$ cat config.mk
export PLATFORM = sky130hd
export DESIGN_NAME = div8_seq
export DESIGN_NICKNAME = d
export VERILOG_FILES = /design/src/rtl/div8_seq_pkg.sv /design/src/rtl/div8_seq_div_step.sv /design/src/rtl/div8_seq.sv
export SDC_FILE = /design/constraint.sdc
export NUM_CORES = 1
export LEC_CHECK = 0
export ABC_CLOCK_PERIOD_IN_PS = 2500
export BUFFER_PORTS_ARGS = -buffer_cell sky130_fd_sc_hd__buf_2
export CAP_MARGIN = 5
export CORE_AREA = 2 2 66 74
export DETAILED_ROUTE_END_ITERATION = 6
export DIE_AREA = 0 0 68 76
export PLACE_DENSITY_LB_ADDON = 0.3
export SKIP_CTS_REPAIR_TIMING = 1
export SLEW_MARGIN = 20
export SYNTH_ARGS = -nofsm -noshare
export SYNTH_HDL_FRONTEND = slang
export SYNTH_SLANG_ARGS = --single-unit
$ cat constraint.sdc
create_clock -name clk -period 2.5 [get_ports clk]
set_input_delay 0.25 -clock clk [delete_from_list [all_inputs] [get_ports clk]]
set_output_delay 0.25 -clock clk [all_outputs]
set_load 0.05 [all_outputs]
$ cat src/rtl/div8_seq_pkg.sv
// Shared definitions for the sequential restoring divider: FSM encoding and counter sizing.
package div8_seq_pkg;

    localparam int unsigned DefaultWidth = 8;

    typedef enum logic {
        StIdle,
        StRun
    } state_e;

    // The counter must hold the value WIDTH itself, not just WIDTH-1.
    function automatic int unsigned cnt_width(input int unsigned width);
        return $clog2(width + 1);
    endfunction

endpackage

$ cat src/rtl/div8_seq_div_step.sv
// One restoring-division step: shift {P,Q} left, trial-subtract D, keep the difference on no-borrow.
module div8_seq_div_step
    import div8_seq_pkg::*;
#(
    parameter int unsigned WIDTH = DefaultWidth
) (
    input  logic [WIDTH-1:0] p,
    input  logic [WIDTH-1:0] q,
    input  logic [WIDTH-1:0] d,
    output logic [WIDTH-1:0] p_next,
    output logic [WIDTH-1:0] q_next,
    output logic             take
);

    logic             msb;
    logic [WIDTH-1:0] p_sh;
    logic [WIDTH:0]   sum;

    assign msb  = p[WIDTH-1];
    assign p_sh = {p[WIDTH-2:0], q[WIDTH-1]};

    // P' + ~D + 1: carry-out set means P' >= D.
    assign sum  = {1'b0, p_sh} + {1'b0, ~d} + {{WIDTH{1'b0}}, 1'b1};

    // A set msb means the shifted remainder exceeds any WIDTH-bit divisor.
    assign take   = msb | sum[WIDTH];
    assign p_next = take ? sum[WIDTH-1:0] : p_sh;
    assign q_next = {q[WIDTH-2:0], take};

endmodule

$ cat src/rtl/div8_seq.sv
// Sequential unsigned restoring divider with start/busy/done handshake; one quotient bit per clock.
module div8_seq
    import div8_seq_pkg::*;
#(
    parameter int unsigned WIDTH = DefaultWidth
) (
    input  logic             clk,
    input  logic             rst,
    input  logic             start,
    input  logic [WIDTH-1:0] a,
    input  logic [WIDTH-1:0] b,
    output logic             busy,
    output logic             done,
    output logic [WIDTH-1:0] quo,
    output logic [WIDTH-1:0] rem,
    output logic             dz
);

    localparam int unsigned CntW = cnt_width(WIDTH);

    state_e           state_q, state_d;
    logic [CntW-1:0]  cnt_q, cnt_d;
    logic [WIDTH-1:0] p_q, p_d;
    logic [WIDTH-1:0] q_q, q_d;
    logic [WIDTH-1:0] d_q, d_d;
    logic [WIDTH-1:0] quo_q, quo_d;
    logic [WIDTH-1:0] rem_q, rem_d;
    logic             dz_q, dz_d;
    logic             done_q, done_d;

    logic [WIDTH-1:0] p_step, q_step;
    logic             take;
    logic             unused_take;

    div8_seq_div_step #(
        .WIDTH(WIDTH)
    ) u_div_step (
        .p      (p_q),
        .q      (q_q),
        .d      (d_q),
        .p_next (p_step),
        .q_next (q_step),
        .take   (take)
    );

    // The quotient bit already lands in q_step; take is only needed standalone by other users.
    assign unused_take = take;

    always_comb begin
        state_d = state_q;
        cnt_d   = cnt_q;
        p_d     = p_q;
        q_d     = q_q;
        d_d     = d_q;
        quo_d   = quo_q;
        rem_d   = rem_q;
        dz_d    = dz_q;
        done_d  = 1'b0;
        unique case (state_q)
            StIdle: begin
                if (start) begin
                    if (b != '0) begin
                        state_d = StRun;
                        p_d     = '0;
                        q_d     = a;
                        d_d     = b;
                        cnt_d   = CntW'(WIDTH);
                    end else begin
                        // Divide-by-zero completes immediately without entering RUN.
                        quo_d  = '1;
                        rem_d  = a;
                        dz_d   = 1'b1;
                        done_d = 1'b1;
                    end
                end
            end
            StRun: begin
                p_d   = p_step;
                q_d   = q_step;
                cnt_d = cnt_q - CntW'(1);
                if (cnt_q == CntW'(1)) begin
                    state_d = StIdle;
                    quo_d   = q_step;
                    rem_d   = p_step;
                    dz_d    = 1'b0;
                    done_d  = 1'b1;
                end
            end
            default: state_d = StIdle;
        endcase
    end

    always_ff @(posedge clk or posedge rst) begin
        if (rst) begin
            state_q <= StIdle;
            cnt_q   <= '0;
            p_q     <= '0;
            q_q     <= '0;
            d_q     <= '0;
            quo_q   <= '0;
            rem_q   <= '0;
            dz_q    <= 1'b0;
            done_q  <= 1'b0;
        end else begin
            state_q <= state_d;
            cnt_q   <= cnt_d;
            p_q     <= p_d;
            q_q     <= q_d;
            d_q     <= d_d;
            quo_q   <= quo_d;
            rem_q   <= rem_d;
            dz_q    <= dz_d;
            done_q  <= done_d;
        end
    end

    assign busy = (state_q == StRun);
    assign done = done_q;
    assign quo  = quo_q;
    assign rem  = rem_q;
    assign dz   = dz_q;

endmodule

==> impl_metrics.env, run 1 <==
export IMPL_dr_pass1_iters=4
export IMPL_p_leak_nw=1.39
export IMPL_synth_edf_count=0
export IMPL_drc=0
export IMPL_combinationalPowerShare=0.581
export IMPL_cp_start_kind="register"
export IMPL_cts_tree="yes"
export IMPL_syn_avg_cell_area_um2=9.54
export IMPL_pwr_share_clk=0.142
export IMPL_wl_um=5940
export IMPL_area_delta_synth_final_pct=20.9
export IMPL_routedWlPerCell_um=16.5
export IMPL_grt_start_max_net_pins=23
export IMPL_critPathMaxFanout=6
export IMPL_cpMaxStageDelayCell="dfrtp_1"
export IMPL_worst_setup_hold_path_clk_slew_ps=100
export IMPL_h_tree_depth=2
export IMPL_seqPwrFrac=0.278
export IMPL_yosys_area_share_xor_xnor=0.0145
export IMPL_synth_area_um2=2420
export IMPL_synth_compound_area_frac=0.226
export IMPL_ios=38
export IMPL_tns_ps=0
export IMPL_yosysWarningCount=0
export IMPL_portBuffers=37
export IMPL_fin_skew_ps=8.87
export IMPL_worstMarginPinSlew_ps=592
export IMPL_arrival_ps=2660
export IMPL_instances_no_fill=361
export IMPL_crit_required_ps=2750
export IMPL_status="completed"
export IMPL_ys_flop_type="dfrtp_1"
export IMPL_hold_viol_final=0
export IMPL_gr_total_overflow=0
export IMPL_critPathKind="reg -> reg"
export IMPL_place_hpwl_um=4260
export IMPL_vdd_drop_max_uv=774
export IMPL_fmax_mhz=414
export IMPL_synth_simple_area_share=0.126
export IMPL_clock_sinks=47
export IMPL_antenna_found_initial=0
export IMPL_drtAntennaViolNets=0
export IMPL_cts_made_buffers=5
export IMPL_via_count=2057
export IMPL_grtUsageTotal=0.252
export IMPL_drv_cap=0
export IMPL_yosys_area_share_adder=0.0599
export IMPL_diodes=0
export IMPL_die_h_um=76
export IMPL_path_cells="inv_2 > ha_2 > inv_1 > fa_2 > a211oi_4 > o211ai_2 > a2111oi_4 > buf_6 > a32o_2 > o22a_1"
export IMPL_power_density_nw_per_um2=1670
export IMPL_min_period_ps=2410
export IMPL_hp_class="in -> reg"
export IMPL_floorplan_rows=26
export IMPL_p_int_mw=2.60
export IMPL_synth_cell_types=47
export IMPL_initial_core_util=0.540
export IMPL_yosysSeqAreaShare=0.485
export IMPL_relSlewSlack=0.604
export IMPL_final_max_slew_viol_count=0
export IMPL_crit_family="compound AO/OA/AOI/OAI gates"
export IMPL_crit_buf_inv=3
export IMPL_dp_cells=348
export IMPL_p_sw_frac=0.469
export IMPL_final_nets=334
export IMPL_netlist_instances=254
export IMPL_grt_pass1_vias=2013
export IMPL_initialDrtViolationCount=132
export IMPL_clk_latency_ps=310
export IMPL_grt_first_pass_wirelength_um=9800
export IMPL_synth_seq_cells=47
export IMPL_die_w_um=68
export IMPL_synth_fp_nets=284
export IMPL_synth_top_family_by_area="compound AO/OA/AOI/OAI gates"
export IMPL_setup_violations=0
export IMPL_finalCritPeriodShare=0.966
export IMPL_coreArea_um2=4490
export IMPL_root_buffer="clkbuf_8"
export IMPL_async_flop_share=1.00
export IMPL_drive_above_1_share=0.262
export IMPL_netSwitchingPower_mw=2.29
export IMPL_end_kind="register"
export IMPL_gp_congestion=0.885
export IMPL_viasPerCell=5.70
export IMPL_fillers=353
export IMPL_die_area_um2=5170
export IMPL_power_total_mw=4.89
export IMPL_slowest_delay_ps=420
export IMPL_cts_buffer_depth=2
export IMPL_synthMuxAreaShare=0.0299
cell usage after synthesis (all sizes together), types with 2 or more instances:
cell,instances,area [um^2]
dfrtp,47,1180
nand2,36,135
inv,24,90.1
a21oi,21,120
nor2,20,75.1
o21ai,20,100
ha,10,125
a22oi,6,45.0
a31oi,5,31.3
buf,5,31.3
clkbuf,5,20.0
mux2i,5,50.1
o22ai,5,31.3
nor3,4,20.0
xor2,4,35.0
nor4,3,18.8
o211ai,3,27.5
o21a,3,22.5
a2111oi,2,37.5
a211oi,2,20.0
mux2,2,22.5
nand3,2,10.0
nor2b,2,12.5
o22a,2,17.5
power by group through the flow:
stage               logic [mW]  registers, mW  clock network (mW)
global placement          2.56           1.35                   0
finish                    2.84           1.36               0.692
floorplan                 1.61           1.73                   0
global route              3.11           1.40               0.721
detailed placement        2.59           1.36                   0
CTS                       2.61           1.35               0.694
cell usage in the layout (no fill, tap or decap), types with 3 or more instances in the layout:
| cell | count |
|---|---|
| clkbuf_8 | 5 |
| o21a_1 | 3 |
| nor2_1 | 20 |
| nor4_1 | 3 |
| buf_4 | 14 |
| a22oi_2 | 4 |
| a21oi_1 | 18 |
| inv_1 | 22 |
| ha_1 | 9 |
| buf_2 | 37 |
| nor3_1 | 4 |
| a31oi_1 | 5 |
| o21ai_0 | 19 |
| mux2i_1 | 5 |
| dfrtp_1 | 47 |
| xor2_1 | 4 |
| nand2_1 | 36 |
| o22ai_1 | 5 |
through the flow:
stage / hold WS (ps) / util / cell area (um^2) / worst slack [ps]
global route: 169 / 0.653 / 2930 / -14.5
global placement: 250 / 0.604 / 2710 / 147
detailed placement: 261 / 0.604 / 2710 / 37.5
CTS: -74.9 / 0.635 / 2850 / 20.7
finish: 149 / 0.653 / 2930 / 85.6
floorplan: 355 / - / 2420 / 239
final timing paths:
path | start | end | slack (ps) | cells past startpoint
setup / recovery | q_q[7] | rem[4] | 90 | 10
hold / removal | b[4] | d_q[4] | 150 | 3
setup reg to reg | q_q[7] | rem[4] | 90 | 10
hold reg to reg | dz | dz | 480 | 2
max in group asynchronous | rst | p_q[4] | 1450 | 4
min in group asynchronous | rst | done | 460 | 3
layer usage:
layer  track usage  up-vias  share of wire
met3        0.0458        5          0.041
met2         0.408       58           0.50
met1         0.348     1006           0.44
met5             0        -              0
li1              -      988              -
met4        0.0580        0         0.0091
cells by family after synthesis:
logic type / after synthesis
XOR/XNOR: 4
adder cells (fa/ha/maj): 11
flip-flops: 47
multiplexers: 7
AO/OA/AOI/OAI: 79
AND/OR/NAND/NOR: 72
buffers and inverters: 34
layout make-up:
cell class              count  area, um^2  area share
flip-flops and latches     47        1180       0.401
multi-input cells         173        1140       0.390
repair buffers             53         312       0.106
inverters                  24        90.1      0.0307
clock inverters             3        71.3      0.0243
well taps                  56        70.1      0.0239
clock buffers               5        68.8      0.0235
sequential cells by signal, summed over array words and instances, names as in the netlist:
signal / flops
busy: 1
cnt_q: 4
d_q: 8
done: 1
dz: 1
p_q: 8
q_q: 8
quo: 8
rem: 8
worst register-to-register path: stages (launching register included):
cell       delay (ps)
dfrtp_1           420
inv_2              60
ha_2              170
inv_1              60
fa_2              390
a211oi_4          310
o211ai_2          130
a2111oi_4         350
buf_6             190
a32o_2            150
o22a_1            140
Power figures use the tool's default switching activity.
==> inputs of run 2 (changes only) <==
- CORE_AREA: 2 2 66 74 -> 2 2 65 73
- CTS_BUF_LIST: not set -> sky130_fd_sc_hd__clkbuf_2
- DIE_AREA: 0 0 68 76 -> 0 0 67 75
==> run 2 against run 1 <==
  * Clock skew grew 19 ps
  * Sequential cell count is the same
  * Count of clock-buffer cells in the layout grew 1
  * Worst setup slack lost 22 ps
  * Via count grew 0.83%
  * Sequential share of layout area grew 0.38 points
  * Largest cell class unchanged
==> impl_metrics.env, run 2 (same netlist as run 1, synthesis figures left out) <==
export IMPL_power_total_mw=4.86
export IMPL_coreArea_um2=4250
export IMPL_rsz0062_at_grt="true"
export IMPL_portBuffers=37
export IMPL_initial_core_util=0.570
export IMPL_final_common_cell="dfrtp_1"
export IMPL_die_w_um=67
export IMPL_grtUsageTotal=0.255
export IMPL_viasPerCell=5.73
export IMPL_fmax_mhz=410
export IMPL_hp_class="in -> reg"
export IMPL_slowest_delay_ps=460
export IMPL_hold_viol_final=0
export IMPL_floorplan_rows=25
export IMPL_crit_buf_inv=4
export IMPL_arrival_ps=2750
export IMPL_final_max_slew_viol_count=0
export IMPL_cts_tree="yes"
export IMPL_hold_path_end="d_q[4]"
export IMPL_vdd_drop_max_uv=846
export IMPL_min_period_ps=2440
export IMPL_final_nets=337
export IMPL_setup_violations=0
export IMPL_power_density_nw_per_um2=1670
export IMPL_reg2reg_depth=11
export IMPL_hold_slack_ps=46.1
export IMPL_fin_skew_ps=28.1
export IMPL_critPathKind="reg -> reg"
export IMPL_worstMarginPinSlew_ps=537
export IMPL_hold_path_cell_count=3
export IMPL_r2r_start="q_q[7]"
export IMPL_cts_made_buffers=5
export IMPL_grt_pass1_vias=2007
export IMPL_grt_start_max_net_pins=27
export IMPL_crit_required_ps=2820
export IMPL_diodes=0
export IMPL_end_kind="register"
export IMPL_die_h_um=75
export IMPL_min_from="b[4]"
export IMPL_cts_buffer_depth=2
export IMPL_wl_um=6130
export IMPL_grt_first_pass_wirelength_um=9580
export IMPL_cpMaxStageDelayCell="dfrtp_1"
export IMPL_gr_total_overflow=0
export IMPL_cp_start_kind="register"
export IMPL_utilization=0.682
export IMPL_root_buffer="clkbuf_2"
export IMPL_area_delta_synth_final_pct=19.8
export IMPL_relSlewSlack=0.639
export IMPL_status="completed"
export IMPL_critPathMaxFanout=4
export IMPL_routedWlPerCell_um=16.9
export IMPL_ios=38
export IMPL_reg2reg_to="rem[3]"
export IMPL_gp_congestion=0.906
export IMPL_antenna_found_initial=0
export IMPL_die_area_um2=5030
export IMPL_place_hpwl_um=4160
export IMPL_crit_family="compound AO/OA/AOI/OAI gates"
export IMPL_via_count=2074
export IMPL_dr_pass1_iters=5
export IMPL_clk_latency_ps=420
export IMPL_initialDrtViolationCount=115
export IMPL_cpMostUsedCell="buf_4"
export IMPL_worst_setup_hold_path_clk_slew_ps=220
export IMPL_drive_above_1_share=0.273
export IMPL_h_tree_depth=2
export IMPL_clock_sinks=47
export IMPL_path_cells="inv_2 > ha_2 > inv_1 > fa_2 > a211oi_2 > buf_4 > o21ai_1 > buf_4 > o21a_2 > a22oi_2 > a21oi_1"
export IMPL_final_cell_mix="47 x dfrtp_1, 37 x buf_2, 36 x nand2_1"
export IMPL_drc=0
export IMPL_drv_cap=0
export IMPL_p_leak_nw=1.39
export IMPL_finalCritPeriodShare=0.974
export IMPL_r2r_slack_ps=60
export IMPL_drtAntennaViolNets=0
-- run 2: cell count changes in the layout (fill, tap and decap cells not counted), sizes merged --
cell and delta:
clkbuf +1, inv -1, buf +3
-- run 2: cell type report --
| cell class | instances | area (um^2) |
|---|---|---|
| Fill cell | 349 | 1350 |
| Sequential cell | 47 | 1180 |
| Multi-Input combinational cell | 173 | 1140 |
| Timing Repair Buffer | 56 | 342 |
| Inverter | 24 | 90.1 |
| Tap cell | 54 | 67.6 |
| Clock inverter | 2 | 60.1 |
| Clock buffer | 6 | 30.0 |
-- run 2: metrics by stage --
step / std cells / instance area [um^2] / worst slack [ps] / setup TNS, ps
after floorplan: 254 / 2420 / 239 / 0
after global placement: 346 / 2710 / 148 / 0
after detailed placement: 346 / 2710 / 70.9 / 0
after CTS: 354 / 2800 / 62.2 / 0
after global routing: 362 / 2900 / -77.0 / -351
final: 362 / 2900 / 63.9 / 0
-- run 2: how the worst max path moves through the flow --
stage / startpoint / end / slack, ps / cells past startpoint
3_3_place_gp: q_q[7] / rem[4] / 150 / 10
3_5_place_dp: q_q[7] / rem[3] / 70 / 10
5_1_grt: q_q[7] / p_q[1] / -80 / 11
2_1_floorplan: q_q[7] / p_q[5] / 240 / 9
4_1_cts: q_q[7] / rem[3] / 60 / 10
6_report: q_q[7] / rem[3] / 60 / 11
-- run 2: worst register-to-register path, cell delays in order (launching register included) --
cell,delay [ps]
dfrtp_1,460
inv_2,60
ha_2,160
inv_1,50
fa_2,390
a211oi_2,310
buf_4,170
o21ai_1,90
buf_4,160
o21a_2,250
a22oi_2,170
a21oi_1,100
-- run 2: power by group --
group,leakage (nW),internal [mW],switching (mW)
Clock,0.0532,0.274,0.241
Sequential,0.550,1.10,0.255
Combinational,0.792,1.17,1.82
Total,1.39,2.55,2.31
-- run 2: metal layers --
metal	global-route usage	wire length, um	up-vias	share of wire
li1	-	-	996	-
met5	0	0	-	0
met2	0.431	3140	59	0.51
met4	0.0884	142	0	0.023
met1	0.337	2600	1008	0.42
met3	0.0404	244	11	0.040
